`config.mk`:
```
export PLATFORM = sky130hd
export DESIGN_NAME = memorystage2
export DESIGN_NICKNAME = d
export VERILOG_FILES = /design/src/rtl/memorystage2.sv
export SDC_FILE = /design/constraint.sdc
export NUM_CORES = 1
export LEC_CHECK = 0
export BUFFER_PORTS_ARGS = -buffer_cell sky130_fd_sc_hd__buf_2
export CORE_MARGIN = 1.5
export CORE_UTILIZATION = 52
export DETAILED_ROUTE_END_ITERATION = 10
export PLACE_DENSITY = 0.81
export REMOVE_ABC_BUFFERS = 1
export SLEW_MARGIN = 30
export SYNTH_ARGS = -nofsm -noshare
export SYNTH_HDL_FRONTEND = slang
export SYNTH_SLANG_ARGS = --single-unit
```
`constraint.sdc`:
```
create_clock -name clock -period 2.8 [get_ports clock]
set_input_delay 0 -clock clock [delete_from_list [all_inputs] [get_ports clock]]
set_output_delay 0 -clock clock [all_outputs]
set_load 0.02 [all_outputs]
```
`src/rtl/memorystage2.sv`:
```
// Second memory pipeline stage: effective address, alignment and lane steering,
// wait-state bus handshake with timeout, and load writeback.
module memorystage2 #(
    parameter int unsigned TIMEOUT_CYCLES = 255,
    parameter logic [4:0]  OPCODE_NOP     = 5'h00
) (
    input  logic        clock,
    input  logic        reset,
    input  logic [31:0] inbound_instruction,
    input  logic        memory_read,
    input  logic        memory_write,
    input  logic [31:0] reg_address_data,
    input  logic [31:0] reg_data_data,
    output logic        stall,
    output logic [31:0] outbound_instruction,
    output logic [29:0] bus_address,
    output logic [3:0]  bus_byte_enables,
    output logic [31:0] bus_data_out,
    input  logic [31:0] bus_data_in,
    output logic        bus_read,
    output logic        bus_write,
    input  logic        bus_ready,
    output logic        reg_write,
    output logic [3:0]  reg_write_index,
    output logic [31:0] reg_write_data,
    output logic        bus_error
);

    localparam logic [31:0] NOP_INSTR = {OPCODE_NOP, 27'h0};
    localparam logic [7:0]  TMO_LIMIT = 8'(TIMEOUT_CYCLES);

    typedef enum logic [1:0] {S_IDLE, S_ACCESS, S_WRITEBACK} state_t;

    state_t      state_q, state_d;
    logic [7:0]  wait_q, wait_d;
    logic [29:0] addr_q, addr_d;
    logic [3:0]  be_q, be_d;
    logic [31:0] data_q, data_d;
    logic [31:0] instr_q, instr_d;
    logic        is_load_q, is_load_d;
    logic [1:0]  size_q, size_d;
    logic [1:0]  off_q, off_d;
    logic [31:0] outbound_q, outbound_d;
    logic        reg_write_q, reg_write_d;
    logic [3:0]  rw_index_q, rw_index_d;
    logic [31:0] rw_data_q, rw_data_d;
    logic        err_q, err_d;

    // Decode of the instruction presented while IDLE
    logic [31:0] ea;
    logic [1:0]  size;
    logic        is_half, is_byte, aligned, mem_req, accept_ok, fault;
    logic [3:0]  be_calc;
    logic [31:0] store_calc;
    logic [31:0] load_data;
    logic        timeout_hit;

    assign ea      = reg_address_data + {{16{inbound_instruction[15]}}, inbound_instruction[15:0]};
    assign size    = inbound_instruction[26:25];
    assign is_half = (size == 2'b01);
    assign is_byte = (size == 2'b10);
    assign aligned = is_byte | (is_half & ~ea[0]) | (~is_half & ~is_byte & (ea[1:0] == 2'b00));
    assign mem_req   = memory_read ^ memory_write;
    assign accept_ok = mem_req & aligned;
    assign fault     = (memory_read & memory_write) | (mem_req & ~aligned);

    always_comb begin
        be_calc    = 4'b1111;
        store_calc = reg_data_data;
        if (is_half) begin
            be_calc    = ea[1] ? 4'b0011 : 4'b1100;
            store_calc = {2{reg_data_data[15:0]}};
        end else if (is_byte) begin
            be_calc    = 4'b1000 >> ea[1:0];
            store_calc = {4{reg_data_data[7:0]}};
        end
    end

    // Lane 0 is the most significant byte, so offsets count down from [31:24]
    always_comb begin
        load_data = bus_data_in;
        case (size_q)
            2'b01: load_data = {16'h0, off_q[1] ? bus_data_in[15:0] : bus_data_in[31:16]};
            2'b10: begin
                case (off_q)
                    2'd0:    load_data = {24'h0, bus_data_in[31:24]};
                    2'd1:    load_data = {24'h0, bus_data_in[23:16]};
                    2'd2:    load_data = {24'h0, bus_data_in[15:8]};
                    default: load_data = {24'h0, bus_data_in[7:0]};
                endcase
            end
            default: load_data = bus_data_in;
        endcase
    end

    assign timeout_hit = ((wait_q + 8'd1) == TMO_LIMIT);

    always_ff @(posedge clock) begin
        if (reset) begin
            state_q     <= S_IDLE;
            wait_q      <= 8'h0;
            addr_q      <= 30'h0;
            be_q        <= 4'h0;
            data_q      <= 32'h0;
            instr_q     <= NOP_INSTR;
            is_load_q   <= 1'b0;
            size_q      <= 2'b00;
            off_q       <= 2'b00;
            outbound_q  <= NOP_INSTR;
            reg_write_q <= 1'b0;
            rw_index_q  <= 4'h0;
            rw_data_q   <= 32'h0;
            err_q       <= 1'b0;
        end else begin
            state_q     <= state_d;
            wait_q      <= wait_d;
            addr_q      <= addr_d;
            be_q        <= be_d;
            data_q      <= data_d;
            instr_q     <= instr_d;
            is_load_q   <= is_load_d;
            size_q      <= size_d;
            off_q       <= off_d;
            outbound_q  <= outbound_d;
            reg_write_q <= reg_write_d;
            rw_index_q  <= rw_index_d;
            rw_data_q   <= rw_data_d;
            err_q       <= err_d;
        end
    end

    always_comb begin
        state_d = state_q;
        case (state_q)
            S_IDLE: begin
                if (accept_ok) state_d = S_ACCESS;
            end
            S_ACCESS: begin
                if (bus_ready)        state_d = is_load_q ? S_WRITEBACK : S_IDLE;
                else if (timeout_hit) state_d = S_IDLE;
            end
            S_WRITEBACK: state_d = S_IDLE;
            default:     state_d = S_IDLE;
        endcase
    end

    // Datapath next values; NOP is emitted downstream unless something completes
    always_comb begin
        wait_d      = wait_q;
        addr_d      = addr_q;
        be_d        = be_q;
        data_d      = data_q;
        instr_d     = instr_q;
        is_load_d   = is_load_q;
        size_d      = size_q;
        off_d       = off_q;
        outbound_d  = NOP_INSTR;
        reg_write_d = 1'b0;
        rw_index_d  = rw_index_q;
        rw_data_d   = rw_data_q;
        err_d       = 1'b0;
        case (state_q)
            S_IDLE: begin
                if (fault) begin
                    err_d = 1'b1;
                end else if (accept_ok) begin
                    wait_d    = 8'h0;
                    addr_d    = ea[31:2];
                    be_d      = be_calc;
                    data_d    = store_calc;
                    instr_d   = inbound_instruction;
                    is_load_d = memory_read;
                    size_d    = size;
                    off_d     = ea[1:0];
                end else begin
                    outbound_d = inbound_instruction;
                end
            end
            S_ACCESS: begin
                wait_d = wait_q + 8'd1;
                if (bus_ready) begin
                    outbound_d = instr_q;
                    if (is_load_q) begin
                        reg_write_d = 1'b1;
                        rw_index_d  = instr_q[23:20];
                        rw_data_d   = load_data;
                    end
                end else if (timeout_hit) begin
                    err_d = 1'b1;
                end
            end
            default: ;
        endcase
    end

    assign stall                = (state_q != S_IDLE);
    assign bus_read             = (state_q == S_ACCESS) & is_load_q;
    assign bus_write            = (state_q == S_ACCESS) & ~is_load_q;
    assign bus_address          = addr_q;
    assign bus_byte_enables     = be_q;
    assign bus_data_out         = data_q;
    assign outbound_instruction = outbound_q;
    assign reg_write            = reg_write_q;
    assign reg_write_index      = rw_index_q;
    assign reg_write_data       = rw_data_q;
    assign bus_error            = err_q;

endmodule
```
==> impl_metrics.csv, run 1 <==
group,metric,value,unit
run_status,outcome,"completed",
worst_setup_path,cp_top_family,"buffers and inverters",
sta,worst_pin_slew,0.750,ns
placed_design,dpl.hpwl,19000,µm
sta,postLayoutSetupSlackWorst,0.0738,ns
cells_and_area,final_nets,1610,
cts,htree_levels,4,
cts,cts_sinks,181,
floorplan,io_pins,272,
worst_setup_path,critPathSlowestCell,"dlygate4sd3_1",
worst_setup_path,rr_worst_depth,5,
worst_setup_path,worstPathRequired,3.17,ns
pwr,sw_frac_of_total,0.313,
pwr,power_density,557,mW/mm²
cells_and_area,n_fill_cell,1212,
cts,clk_latency,0.44,ns
sta,maxSlewHeadroom,0.496,
sta,skew,0.0174,ns
floorplan,dieArea,0.0179,mm²
floorplan,num_rows,47,
synthesis,synth.yosys.warnings,0,
global_route,antenna_found_initial,4,
synthesis,synth_edf_count,0,
pwr,p_sw,2.13,mW
cells_and_area,syn_to_final_growth,36.8,%
sta,fin_crit,2.73,ns
worst_setup_path,slowest_delay,0.60,ns
synthesis,async_reset_ff_frac,0,
worst_setup_path,cp-end-kind,"flip-flop",
floorplan,start_util,0.536,
drt,drt_iter0_markers,837,
global_route,grt_pass1_wl,46500,µm
cts,cts_root_buffer,"clkbuf_16",
placed_design,port_buffers,271,
drt,drc,0,
min_path,holdPathStages,5,
drt,viasPerCell,5.96,
cts,cts.clk_slew.worst_paths,0.07,ns
run,max_cap_violations,0,
sta,final_max_slew_viol_count,0,
cts,clockBufferDepth,2,
synthesis,synthDistinctLibCells,68,
pwr,power_frac_clock,0.355,
worst_setup_path,r2r_slack,0.66,ns
min_path,hold_class,"primary input to flip-flop",
worst_setup_path,r2r-start,"instr_q[25]$_SDFFE_PP0P_",
sta,fin_crit_sh,0.974,
sta,fmax,367,MHz
synthesis,synthCells,1089,
drt,wl_per_cell,18.4,µm
worst_setup_path,path_max_fanout,6,
placed_design,dp_slack,0.147,ns
placed_design,place_congestion,0.915,
min_path,holdCritStartpoint,"reg_data_data[31]",
pwr,intPower,4.67,mW
floorplan,die_x,134,µm
floorplan,die_height,134,µm
worst_setup_path,critPathKind,"primary input to flip-flop",
sta,whs,0.00185,ns
worst_setup_path,r2r_end,"reg_write_data[6]$_SDFFE_PP0P_",
drt,dr.pass1.iters,8,
pwr,leakage,5.48,nW
worst_setup_path,critPathBufInv,6,
sta,setup_viol_count_final,0,
drt,num_vias,9975,
drt,wl,30900,µm
global_route,grt_max_degree,76,
cts,cts_inserted_buffers,17,
floorplan,design.core.area,0.0166,mm²
pwr,p_seq_frac,0.410,
synthesis,yosysSeqAreaShare,0.406,
cts,cts_tree,"yes",
global_route,overflow,0,
global_route,grt_pass1_vias,9495,
synthesis,syn_area,0.00892,mm²
drt,ant_nets,0,
pwr,power.total,6.80,mW
min_path,whs_endpoint,"bus_data_out[31]$_SDFFE_PP0P_",
cells_and_area,final_layout_size_suffix_gt1_frac,0.256,
pwr,combPwrFrac,0.235,
global_route,grt_usage,0.322,
synthesis,postSynthAreaPerCell,8.19,µm²
worst_setup_path,critPathArrivalTime,3.10,ns
worst_setup_path,path_cells,"dlygate4sd3_1 -> buf_2 -> fa_1 -> nand2b_1 -> a21oi_2 -> o21ai_1 -> buf_4 -> nor3_4 -> buf_12 -> buf_12 -> o211ai_1 -> dlygate4sd3_1 -> a21oi_1",
synthesis,synth_flop_cell,"dfxtp_1",
cells_and_area,fin_util,0.733,
synthesis,ys_ff_latch,181,
pwr,peakVddDrop,0.447,mV
worst_setup_path,startpoint_type,"primary input",
sta,finalHoldViolCount,0,
-- repair_timing --
action,CTS,global route
gates resized for setup,0,6
hold endpoints to repair,134,0
setup endpoints to repair,0,12
hold buffers,95,0
setup buffers,0,9
-- layout make-up --
cell class | instances | area, µm² | share of cell area
clock inverters | 11 | 115 | 0.00944
diodes | 3 | 7.51 | 0.000615
multi-input cells | 816 | 4960 | 0.407
flip-flops and latches | 181 | 3620 | 0.297
repair buffers | 404 | 2680 | 0.219
well taps | 220 | 275 | 0.0226
inverters | 18 | 67.6 | 0.00554
clock buffers | 21 | 470 | 0.0386
-- synth_stat cells, types with 5 or more instances --
cell | count | area (µm²)
inv_1 | 18 | 67.6
or3_1 | 5 | 31.3
buf_1 | 8 | 30.0
a21oi_1 | 110 | 551
clkbuf_1 | 56 | 210
mux2i_1 | 25 | 250
nor2_1 | 125 | 469
xnor2_1 | 10 | 87.6
a21o_1 | 20 | 150
a31oi_1 | 5 | 31.3
ha_1 | 38 | 475
mux2_2 | 7 | 78.8
nand4_1 | 9 | 56.3
a311oi_1 | 10 | 87.6
o21ai_0 | 32 | 160
nand2_1 | 165 | 619
xor2_1 | 6 | 52.6
and3_1 | 16 | 100
nand3_1 | 21 | 105
a22o_1 | 18 | 158
nand3b_1 | 5 | 37.5
o211ai_1 | 13 | 97.6
o21bai_1 | 8 | 60.1
dfxtp_1 | 181 | 3620
a222oi_1 | 7 | 70.1
buf_2 | 10 | 50.1
a211oi_1 | 30 | 225
nor3_1 | 33 | 165
a22oi_1 | 32 | 240
-- worst max path at each step --
stage               slack, ns              startpoint  cells past startpoint                             to
global route            -0.07  inbound_instruction[1]                     13  bus_data_out[27]$_SDFFE_PP0P_
floorplan               -2.55  inbound_instruction[0]                      9   bus_address[29]$_SDFFE_PP0P_
detailed placement       0.15  inbound_instruction[0]                     10   bus_address[26]$_SDFFE_PP0P_
CTS                      0.03  inbound_instruction[1]                     12  bus_data_out[20]$_SDFFE_PP0P_
finish                   0.07  inbound_instruction[1]                     13  bus_data_out[26]$_SDFFE_PP0P_
global placement         0.19  inbound_instruction[0]                     10   bus_address[26]$_SDFFE_PP0P_
-- power groups by stage --
stage	Sequential (mW)	Clock, mW	Combinational, mW
final	2.79	2.42	1.60
after global routing	2.80	2.55	1.72
after CTS	2.78	2.43	1.49
after detailed placement	2.84	0	1.37
after global placement	2.83	0	1.35
after floorplan	2.96	0	0.732
-- cell usage in the layout, fill, tap and decap left out, drive strengths merged, types with 13 or more instances in the layout --
master	n
o21ai	33
nand2	165
nor2	125
a22o	18
a21o	20
and3	16
dfxtp	181
buf	310
a22oi	32
mux2i	25
clkbuf	24
ha	38
inv	23
a211oi	31
a21oi	113
o211ai	13
dlygate4sd3	90
nand3	21
nor3	35
-- through the flow --
stage	std cells	instance area (µm²)	TNS, ns
2_1_floorplan	1015	8630	-198.23
3_3_place_gp	1534	10500	0
3_5_place_dp	1534	10500	0
4_1_cts	1661	12000	0
5_1_grt	1673	12200	-0.381
6_report	1674	12200	0
-- worst reg2reg max path: cells and delay by family, from the launching register on --
family                   cells  cell delay, ns
AO/OA/AOI/OAI                2            0.55
adder cells (fa/ha/maj)      1            0.39
buffers and inverters        1            0.06
flip-flops                   1            0.40
AND/OR/NAND/NOR              1            0.65
-- kinds of logic (layout without fill, tap and decap cells) --
kind of cell             after synthesis  in the layout  synth area share
other                                  0              3                 0
XOR/XNOR                              16             16            0.0157
AO/OA/AOI/OAI                        325            325             0.248
buffers and inverters                 92            454            0.0401
multiplexers                          32             32            0.0369
AND/OR/NAND/NOR                      404            404             0.198
adder cells (fa/ha/maj)               39             39            0.0556
flip-flops                           181            181             0.406
-- metal layers --
layer	vias to the layer above	share of wire	wire [µm]	global-route usage
met4	2	0.057	1770	0.195
met3	145	0.081	2500	0.0737
met5	-	0.00039	12	0
met1	4611	0.38	11700	0.361
li1	4633	-	-	-
met2	584	0.48	14900	0.557
-- state kept, by name (all words and copies together) (netlist names), 2 cells and up --
| signal | flops |
|---|---|
| wait_q | 8 |
| bus_address | 30 |
| instr_q | 32 |
| bus_data_out | 32 |
| state_q | 2 |
| reg_write_index | 4 |
| off_q | 2 |
| bus_byte_enables | 4 |
| outbound_instruction | 32 |
| reg_write_data | 32 |
(Power assumes the default switching activity.)
==> run 2, diff against run 1 <==
==> constraint.sdc (replaced) <==
create_clock -name clock -period 2.8 [get_ports clock]
set_input_delay 0.56 -clock clock [delete_from_list [all_inputs] [get_ports clock]]
set_output_delay 0.56 -clock clock [all_outputs]
set_load 0.02 [all_outputs]
==> run 2 against run 1 <==
Effect of this change:
- fmax rose by 1.6%
- setup slack better by 0.042 ns
- die area did not move
- combinational power fell by 6%
- global-route usage fell by 2.0 points
- clock skew down 0.0070 ns
- total power down 0.52%
- critical path type unchanged
- critical path depth decreased by 3
- flip-flop and latch count stayed put
==> impl_metrics.csv, run 2 (synthesized netlist as in run 1, its figures left out) <==
group,metric,value,unit
min_path,holdCritStartpoint,"bus_data_in[16]",
floorplan,num_rows,47,
worst_setup_path,path_max_fanout,5,
run,max_cap_violations,0,
cts,htree_levels,4,
run_status,outcome,"completed",
floorplan,design.core.area,0.0166,mm²
sta,final_max_slew_viol_count,0,
pwr,sw_frac_of_total,0.299,
cells_and_area,syn_to_final_growth,29.7,%
floorplan,die_height,134,µm
pwr,power_density,585,mW/mm²
cells_and_area,final_nets,1555,
worst_setup_path,cp-end-kind,"flip-flop",
sta,finalHoldViolCount,0,
cts,cts_resized,0,
sta,skew,0.0104,ns
cts,cts_tree,"yes",
worst_setup_path,critPathKind,"primary input to flip-flop",
cts,clk_latency,0.44,ns
worst_setup_path,rr_worst_depth,5,
cts,cts_hold_buf,0,
worst_setup_path,r2r-start,"instr_q[25]$_SDFFE_PP0P_",
sta,fin_crit_sh,0.959,
placed_design,place_congestion,0.903,
cells_and_area,final_common_cell,"buf_2",
global_route,grt_pass1_vias,8904,
sta,worst_pin_slew,0.725,ns
drt,wl,27500,µm
pwr,p_sw,2.03,mW
worst_setup_path,startpoint_type,"primary input",
pwr,peakVddDrop,0.477,mV
cells_and_area,fin_util,0.695,
global_route,antenna_found_initial,6,
cts,cts.clk_slew.worst_paths,0.07,ns
sta,fin_crit,2.68,ns
cts,post-cts-setup-buffers,0,
placed_design,port_buffers,271,
placed_design,dpl.hpwl,19900,µm
worst_setup_path,crit_path_start,"inbound_instruction[0]",
placed_design,dp_slack,-0.330,ns
cts,clockBufferDepth,2,
drt,drt_iter0_markers,815,
sta,setup_viol_count_final,0,
cells_and_area,finalInstanceArea,0.0116,mm²
drt,drc,0,
cts,cts_sinks,181,
global_route,grt_usage,0.302,
sta,postLayoutSetupSlackWorst,0.116,ns
worst_setup_path,critPathArrivalTime,3.02,ns
worst_setup_path,r2r_slack,0.68,ns
cts,cts_root_buffer,"clkbuf_16",
floorplan,start_util,0.536,
sta,fmax,373,MHz
worst_setup_path,r2r_end,"reg_write_data[6]$_SDFFE_PP0P_",
min_path,whs_endpoint,"reg_write_data[16]$_SDFFE_PP0P_",
global_route,grt_max_degree,62,
pwr,intPower,4.74,mW
floorplan,io_pins,272,
floorplan,dieArea,0.0179,mm²
global_route,overflow,0,
drt,num_vias,9410,
pwr,power_frac_clock,0.365,
min_path,holdPathStages,2,
cts,cts_inserted_buffers,17,
drt,ant_nets,0,
min_path,hold_class,"primary input to flip-flop",
floorplan,die_x,134,µm
cells_and_area,final_cells,1622,
pwr,leakage,5.27,nW
pwr,p_seq_frac,0.412,
drt,viasPerCell,5.80,
cells_and_area,final_cell_mix,"buf_2 (270), dfxtp_1 (181), nand2_1 (165), nor2_1 (124), a21oi_1 (110)",
drt,wl_per_cell,16.9,µm
sta,whs,0.348,ns
sta,maxSlewHeadroom,0.513,
sta,rsz0062_at_grt,"false",
global_route,grt_pass1_wl,43700,µm
placed_design,dp.cells,1584,
placed_design,placed_area,0.0109,mm²
drt,dr.pass1.iters,5,
pwr,combPwrFrac,0.223,
cells_and_area,final_layout_size_suffix_gt1_frac,0.290,
worst_setup_path,worstPathRequired,3.14,ns
[run 2: changes by cell type in the layout (fill, tap and decap cells not counted), sizes merged]
cell	previous run	this run
buf	310	349
bufinv	1	2
clkbuf	24	23
clkinv	1	2
diode	3	6
dlygate4sd3	90	0
dlymetal6s4s	1	0
inv	23	19
[run 2: how the worst max path moves through the flow]
| stage | endpoint | slack (ns) | cells after the start |
|---|---|---|---|
| after floorplan | bus_address[29]$_SDFFE_PP0P_ | -3.11 | 9 |
| after global placement | bus_address[26]$_SDFFE_PP0P_ | -0.32 | 10 |
| after detailed placement | bus_address[26]$_SDFFE_PP0P_ | -0.33 | 10 |
| after CTS | bus_address[26]$_SDFFE_PP0P_ | 0.13 | 10 |
| after global routing | bus_address[26]$_SDFFE_PP0P_ | 0.04 | 10 |
| final | bus_address[26]$_SDFFE_PP0P_ | 0.12 | 10 |
[run 2: metrics by stage]
stage | total power [mW] | setup TNS [ns]
after global placement | 4.29 | -4.60
after floorplan | 3.69 | -258.16
final | 6.76 | 0
after CTS | 6.77 | 0
after global routing | 7.05 | 0
after detailed placement | 4.32 | -8.09
[run 2: power by group through the flow]
| stage | clock (mW) | combinational (mW) | sequential, mW |
|---|---|---|---|
| floorplan | 0 | 0.732 | 2.96 |
| global placement | 0 | 1.46 | 2.83 |
| detailed placement | 0 | 1.48 | 2.84 |
| CTS | 2.49 | 1.50 | 2.78 |
| global route | 2.61 | 1.65 | 2.80 |
| finish | 2.47 | 1.51 | 2.78 |
[run 2: metal layers]
layer | share of wire | vias up | GRT usage
li1 | - | 4528 | -
met1 | 0.40 | 4367 | 0.351
met3 | 0.069 | 89 | 0.0612
met4 | 0.039 | 0 | 0.152
met2 | 0.49 | 426 | 0.529
met5 | 0 | - | 0
[run 2: area by class of cell]
type | count | area [µm²]
Fill cell | 1370 | 5070
Multi-Input combinational cell | 816 | 4960
Sequential cell | 181 | 3620
Timing Repair Buffer | 349 | 2020
Clock buffer | 23 | 488
Tap cell | 220 | 275
Clock inverter | 9 | 119
Inverter | 18 | 67.6
Antenna cell | 6 | 15.0
[run 2: critical path, stage by stage]
cell and delay (ns):
buf_2 0.11, ha_1 0.23, fa_1 0.42, a21oi_2 0.21
o32ai_2 0.12, o41a_1 0.47, a2111o_1 0.46, nand4_2 0.13
nand3_1 0.08, a32o_1 0.24
